--- config.mk ---
export PLATFORM = sky130hd
export DESIGN_NAME = adc_mch_reader
export DESIGN_NICKNAME = d
export VERILOG_FILES = /design/src/rtl/adc_mch_pkg.sv /design/src/rtl/adc_sclk_gen.sv /design/src/rtl/adc_mch_reader.sv
export SDC_FILE = /design/constraint.sdc
export NUM_CORES = 1
export LEC_CHECK = 0
export BUFFER_PORTS_ARGS = -buffer_cell sky130_fd_sc_hd__buf_2
export CAP_MARGIN = 10
export CORE_UTILIZATION = 50
export DETAILED_ROUTE_END_ITERATION = 16
export GPL_ROUTABILITY_DRIVEN = 0
export PLACE_DENSITY = 0.74
export SYNTH_ARGS = -nofsm -noshare
export SYNTH_HDL_FRONTEND = slang
export SYNTH_SLANG_ARGS = --single-unit
export TNS_END_PERCENT = 30
--- constraint.sdc ---
create_clock -name adc_clk -period 4 [get_ports adc_clk]
set_clock_uncertainty 0.1 [all_clocks]
set_input_delay 0.4 -clock adc_clk [delete_from_list [all_inputs] [get_ports adc_clk]]
set_output_delay 0.4 -clock adc_clk [all_outputs]
set_load 0.01 [all_outputs]
--- src/rtl/adc_mch_pkg.sv ---
// adc_mch_pkg: shared state encodings and CRC-8 helper for the multi-channel ADC reader.
// Rev 1.0
`default_nettype none

package adc_mch_pkg;

  typedef logic [2:0] state_t;

  localparam state_t ST_IDLE  = 3'd0;
  localparam state_t ST_SHIFT = 3'd1;
  localparam state_t ST_CRC   = 3'd2;
  localparam state_t ST_WREG  = 3'd3;
  localparam state_t ST_DONE  = 3'd4;

  localparam logic [7:0] CRC8_POLY = 8'h07;
  localparam logic [7:0] CRC8_INIT = 8'h00;

  // One serial bit of a non-reflected CRC-8, MSB first.
  function automatic logic [7:0] crc8_step(input logic [7:0] crc, input logic data_bit);
    logic fb;
    fb = crc[7] ^ data_bit;
    return {crc[6:0], 1'b0} ^ (fb ? CRC8_POLY : 8'h00);
  endfunction

endpackage

`default_nettype wire

--- src/rtl/adc_sclk_gen.sv ---
// adc_sclk_gen: serial clock divider with one-cycle rise/fall strobes; idles low when disabled.
// Rev 1.0
`default_nettype none

module adc_sclk_gen #(
  parameter int SCLK_DIV = 4
) (
  input  logic adc_clk,
  input  logic nRST,
  input  logic en,
  output logic sclk,
  output logic rise,
  output logic fall
);

  localparam int CNT_W = $clog2(SCLK_DIV);

  logic [CNT_W-1:0] cnt;
  logic             tick;

  assign tick = en && (cnt == CNT_W'(SCLK_DIV - 1));
  // Strobes mark the cycle in which sclk is being driven to its new level.
  assign rise = tick & ~sclk;
  assign fall = tick & sclk;

  always_ff @(posedge adc_clk or negedge nRST) begin
    if (!nRST) begin
      cnt  <= '0;
      sclk <= 1'b0;
    end else if (!en) begin
      cnt  <= '0;
      sclk <= 1'b0;
    end else if (tick) begin
      cnt  <= '0;
      sclk <= ~sclk;
    end else begin
      cnt <= cnt + 1'b1;
    end
  end

endmodule

`default_nettype wire

--- src/rtl/adc_mch_reader.sv ---
// adc_mch_reader: multi-channel serial ADC frame reader with register-write path.
// Optional CRC-8 frame check compiled in with `define ADC_MCH_READER_CRC_EN. Rev 1.0
`default_nettype none

module adc_mch_reader
  import adc_mch_pkg::*;
#(
  parameter int CH_NUM   = 4,
  parameter int SAMPLE_W = 24,
  parameter int SCLK_DIV = 4,
  parameter int WREG_W   = 16,
  localparam int CH_W    = (CH_NUM > 1) ? $clog2(CH_NUM) : 1
) (
  input  logic                adc_clk,
  input  logic                nRST,
  input  logic                drdy,
  input  logic                dout,
  output logic                sclk,
  output logic                din,
  output logic                cs_n,
  output logic                start,
  input  logic                start_req,
  input  logic                stop_req,
  input  logic                wreg_req,
  input  logic [WREG_W-1:0]   wreg_word,
  output logic                busy,
  output logic                smp_valid,
  output logic [CH_W-1:0]     smp_ch,
  output logic [SAMPLE_W-1:0] smp_data,
  output logic                frame_done,
  output logic                overrun,
  output logic                crc_err
);

  localparam int M1   = (SAMPLE_W > WREG_W) ? SAMPLE_W : WREG_W;
  localparam int M2   = (M1 > SCLK_DIV) ? M1 : SCLK_DIV;
  localparam int BW   = $clog2(M2);

  state_t              state;
  logic [2:0]          drdy_s;
  logic                drdy_edge;
  logic                work;
  logic                pend;
  logic [WREG_W-1:0]   pend_word;
  logic [WREG_W-1:0]   wsh;
  logic [SAMPLE_W-2:0] sh;
  logic [BW-1:0]       bit_cnt;
  logic [CH_W-1:0]     ch_cnt;
  logic                last;
  logic                sck_en;
  logic                sck_rise;
  logic                sck_fall;
`ifdef ADC_MCH_READER_CRC_EN
  logic [7:0]          crc_calc;
  logic [7:0]          crc_rx;
`endif

  assign drdy_edge = drdy_s[1] & ~drdy_s[2];
  assign busy      = (state != ST_IDLE);
  assign start     = work;
  assign sck_en    = (state == ST_SHIFT) || (state == ST_CRC) || (state == ST_WREG);

  adc_sclk_gen #(.SCLK_DIV(SCLK_DIV)) u_sclk (
    .adc_clk (adc_clk),
    .nRST    (nRST),
    .en      (sck_en),
    .sclk    (sclk),
    .rise    (sck_rise),
    .fall    (sck_fall)
  );

`ifndef ADC_MCH_READER_CRC_EN
  assign crc_err = 1'b0;
`endif

  always_ff @(posedge adc_clk or negedge nRST) begin
    if (!nRST) begin
      state      <= ST_IDLE;
      drdy_s     <= '0;
      work       <= 1'b0;
      pend       <= 1'b0;
      pend_word  <= '0;
      wsh        <= '0;
      sh         <= '0;
      bit_cnt    <= '0;
      ch_cnt     <= '0;
      last       <= 1'b0;
      din        <= 1'b0;
      cs_n       <= 1'b1;
      smp_valid  <= 1'b0;
      smp_ch     <= '0;
      smp_data   <= '0;
      frame_done <= 1'b0;
      overrun    <= 1'b0;
`ifdef ADC_MCH_READER_CRC_EN
      crc_calc   <= CRC8_INIT;
      crc_rx     <= '0;
      crc_err    <= 1'b0;
`endif
    end else begin
      drdy_s     <= {drdy_s[1:0], drdy};
      smp_valid  <= 1'b0;
      frame_done <= 1'b0;
      overrun    <= drdy_edge && (state == ST_SHIFT);
`ifdef ADC_MCH_READER_CRC_EN
      crc_err    <= 1'b0;
`endif
      work <= stop_req ? 1'b0 : (start_req ? 1'b1 : work);
      // A new request always wins over the clear that happens when IDLE serves the old one.
      pend <= wreg_req | (pend & (state != ST_IDLE));
      if (wreg_req) pend_word <= wreg_word;

      case (state)
        ST_IDLE: begin
          bit_cnt <= '0;
          last    <= 1'b0;
          if (pend) begin
            state <= ST_WREG;
            cs_n  <= 1'b0;
            din   <= pend_word[WREG_W-1];
            wsh   <= pend_word << 1;
          end else if (drdy_edge && work) begin
            state    <= ST_SHIFT;
            cs_n     <= 1'b0;
            ch_cnt   <= '0;
`ifdef ADC_MCH_READER_CRC_EN
            crc_calc <= CRC8_INIT;
`endif
          end
        end
        ST_SHIFT: begin
          if (sck_rise) begin
            sh <= {sh[SAMPLE_W-3:0], dout};
`ifdef ADC_MCH_READER_CRC_EN
            crc_calc <= crc8_step(crc_calc, dout);
`endif
            if (bit_cnt == BW'(SAMPLE_W - 1)) begin
              bit_cnt   <= '0;
              smp_valid <= 1'b1;
              smp_data  <= {sh, dout};
              smp_ch    <= ch_cnt;
              if (ch_cnt == CH_W'(CH_NUM - 1)) begin
                ch_cnt <= '0;
                last   <= 1'b1;
`ifndef ADC_MCH_READER_CRC_EN
                frame_done <= 1'b1;
`endif
              end else begin
                ch_cnt <= ch_cnt + 1'b1;
              end
            end else begin
              bit_cnt <= bit_cnt + 1'b1;
            end
          end
          // Leave on the falling edge after the last bit so sclk ends low.
          if (sck_fall && last) begin
            last    <= 1'b0;
            bit_cnt <= '0;
`ifdef ADC_MCH_READER_CRC_EN
            state   <= ST_CRC;
`else
            state   <= ST_DONE;
            cs_n    <= 1'b1;
`endif
          end
        end
`ifdef ADC_MCH_READER_CRC_EN
        ST_CRC: begin
          if (sck_rise) begin
            crc_rx <= {crc_rx[6:0], dout};
            if (bit_cnt == BW'(7)) begin
              last       <= 1'b1;
              frame_done <= 1'b1;
              crc_err    <= ({crc_rx[6:0], dout} != crc_calc);
            end else begin
              bit_cnt <= bit_cnt + 1'b1;
            end
          end
          if (sck_fall && last) begin
            state   <= ST_DONE;
            cs_n    <= 1'b1;
            bit_cnt <= '0;
            last    <= 1'b0;
          end
        end
`endif
        ST_WREG: begin
          if (sck_rise) begin
            if (bit_cnt == BW'(WREG_W - 1)) last <= 1'b1;
            else                             bit_cnt <= bit_cnt + 1'b1;
          end
          if (sck_fall) begin
            if (last) begin
              state   <= ST_DONE;
              cs_n    <= 1'b1;
              din     <= 1'b0;
              bit_cnt <= '0;
              last    <= 1'b0;
            end else begin
              din <= wsh[WREG_W-1];
              wsh <= wsh << 1;
            end
          end
        end
        ST_DONE: begin
          if (bit_cnt == BW'(SCLK_DIV - 1)) begin
            state   <= ST_IDLE;
            bit_cnt <= '0;
          end else begin
            bit_cnt <= bit_cnt + 1'b1;
          end
        end
        default: state <= ST_IDLE;
      endcase
    end
  end

endmodule

`default_nettype wire

==> impl_metrics.toml <==
[pwr]
p_comb_frac = 0.264
p_leak_nw = 2.535
vdd_ir_drop_max_mv = 0.2751
p_per_area_mw_per_mm2 = 568.9
pwr-share-clk = 0.242
swShare = 0.3197
total_power_mw = 2.845
p_sw_mw = 0.9096
internal_power_mw = 1.935
seq_power_share = 0.494

[final_layout]
final_cell_mix = "dfrtp_1 (103), mux2_2 (66), buf_2 (55)"
final_common_cell = "dfrtp_1"
n_antenna_cell = 0
syn_to_final_growth_pct = 12.66
utilization = 0.5763
nets = 421
drive_above_1_share = 0.3668
final_cells = 506
design_area_mm2 = 0.005001
fill_cells = 751

[logic_synthesis]
synth_top_family_by_area = "multiplexers"
synthArstFlopShare = 1.000
synth_simple_gate_area_frac = 0.08625
synth_xor_area_frac = 0.001973
synth_warnings = 0
synth_edf_count = 0
synth-main-ff-cell = "dfrtp_1"
synth_seq_area_share = 0.5865
yosys_register_bits = 104
syn-num-nets = 370
synth_cell_types = 54
netlist_area_mm2 = 0.004439
synth_compound_area_frac = 0.08117
synthCells = 342
yosys.area_share.adder = 0.01409
syn_area_per_cell_um2 = 12.98
muxShareOfSynthArea = 0.1990

[die]
die_h_um = 96.23
die_w_um = 96.23
core-area_mm2 = 0.008678
die_area_mm2 = 0.009259
ios = 58
initial_core_util = 0.5115
row_count = 34

[sta]
fin_setup_tns_ns = 0
drv_slew = 0
fin_crit_ns = 2.625
fin_hold_ws_ns = 0.04137
setup_viol = 0
fmax_ghz = 0.3810
relSlewSlack = 0.2940
worst_pin_slew_ns = 1.052
finalHoldViolCount = 0
finalCritPeriodShare = 0.6563
fin_ws_ns = 1.375
rsz0062_at_grt = "false"

[critical_path]
reg2reg_from = "u_sclk.cnt[0]"
crit_path_start_kind = "register"
setup.worst_path.end_class = "register"
r2r_slack_ns = 1.37
cp.arrival_ns = 2.77
cp.required_ns = 4.14
reg2reg_depth = 4
reg2reg_to = "sh[15]"
crit_type = "reg2reg"
worstPathMaxFanout = 23

[clock_tree]
ctsResizeCount = 0
cts_made_buffers = 9
clk_latency_ns = 0.36
h-tree-depth = 3
cts.path.max_buffers = 2
cts.sinks = 104
cts_setup_buffers = 0
cts.reportedPaths.clkPinSlew_ns = 0.10
cts_tree = "built"
cts-root-buf = "clkbuf_8"
hold_buffers = 0

[grt]
grt_util_all_layers = 0.1907
antenna_found_initial = 0
grt_pass1_vias = 2678
grt_pass1_wl_um = 13210
grt_overflow = 0
grt_max_degree = 54

[status]
outcome = "completed"

[place]
dp_hpwl_um = 5402
place_area_mm2 = 0.004793
io_buffers = 56
post-place-ws_ns = 1.374
dp.cells = 490

[run]
max_cap_violations = 0

[drt]
wirelength_um = 7916
drtIter0Drc = 135
routedWlPerCell_um = 15.64
vias = 2775
dr.pass1.iters = 4
via_per_inst = 5.484
post-route-drc-count = 0
postRouteAntennaNets = 0

[worst_hold_path]
hp-class = "in2async"
[logic make-up after synthesis]
group	after synthesis
mux	80
xor+xnor	1
simple gates	68
compound gates	53
fa+ha+maj	5
other cells	1
flops	104
buf+inv	30
[state kept, by name, summed over array words and instances (netlist names), 3 cells and up]
name	cells
pend_word	16
wsh	15
state	3
bit_cnt	5
drdy_s	3
smp_data	24
sh	23
[per-layer routing]
metal,up-vias,track usage,wire (um),share of wire
met5,-,0,0,0
met4,0,0.08458,148,0.019
met3,13,0.04344,323,0.041
met2,49,0.2967,3775,0.48
met1,1383,0.2562,3667,0.46
li1,1330,-,-,-
[Yosys cell counts, types with 3 or more instances]
cell type    n  area share
a211oi_1     4      0.0068
and2_1       3      0.0042
buf_2       11       0.012
clkbuf_1     4      0.0034
dfrtp_1    103        0.58
ha_1         5       0.014
inv_1       11      0.0093
mux2_2      66        0.17
mux2i_1     14       0.032
nand2_1     19       0.016
nand4_1      3      0.0042
nor2_1      11      0.0093
nor2b_1      4      0.0056
nor3_1       4      0.0045
nor4b_1      3      0.0059
o21ai_0     21       0.024
o22ai_1      3      0.0042
o311ai_0     3      0.0059
o31ai_1      6       0.010
[worst max-delay path by stage]
stage | to | cells past startpoint | start | slack, ns
5_1_grt | sh[15] | 4 | u_sclk.cnt[0] | 1.20
3_5_place_dp | sh[4] | 4 | u_sclk.cnt[0] | 1.37
6_report | sh[15] | 4 | u_sclk.cnt[0] | 1.37
4_1_cts | sh[2] | 4 | u_sclk.cnt[0] | 1.36
3_3_place_gp | sh[4] | 4 | u_sclk.cnt[0] | 1.43
2_1_floorplan | bit_cnt[2] | 8 | bit_cnt[0] | 1.86
[power groups by stage]
stage | clock, mW | combinational, mW | sequential (mW)
floorplan | 0 | 0.621 | 1.36
global route | 0.749 | 0.849 | 1.43
detailed placement | 0 | 0.754 | 1.42
global placement | 0 | 0.728 | 1.41
CTS | 0.704 | 0.753 | 1.40
finish | 0.689 | 0.750 | 1.41
[layout make-up]
cell class,count,area (um2),share of cell area
Clock inverter,4,72.57,0.01451
Tap cell,108,135.1,0.02702
Timing Repair Buffer,59,305.3,0.06105
Inverter,11,41.29,0.008256
Multi-Input combinational cell,208,1708,0.3415
Clock buffer,12,135.1,0.02702
Sequential cell,104,2604,0.5206
[critical path: stages, from the launching register on]
cell     delay [ns]
dfrtp_1        0.36
ha_1           0.36
nor2b_1        0.43
nand2_1        0.72
mux2_2         0.53
No activity file was read; power rests on OpenSTA's default activity.
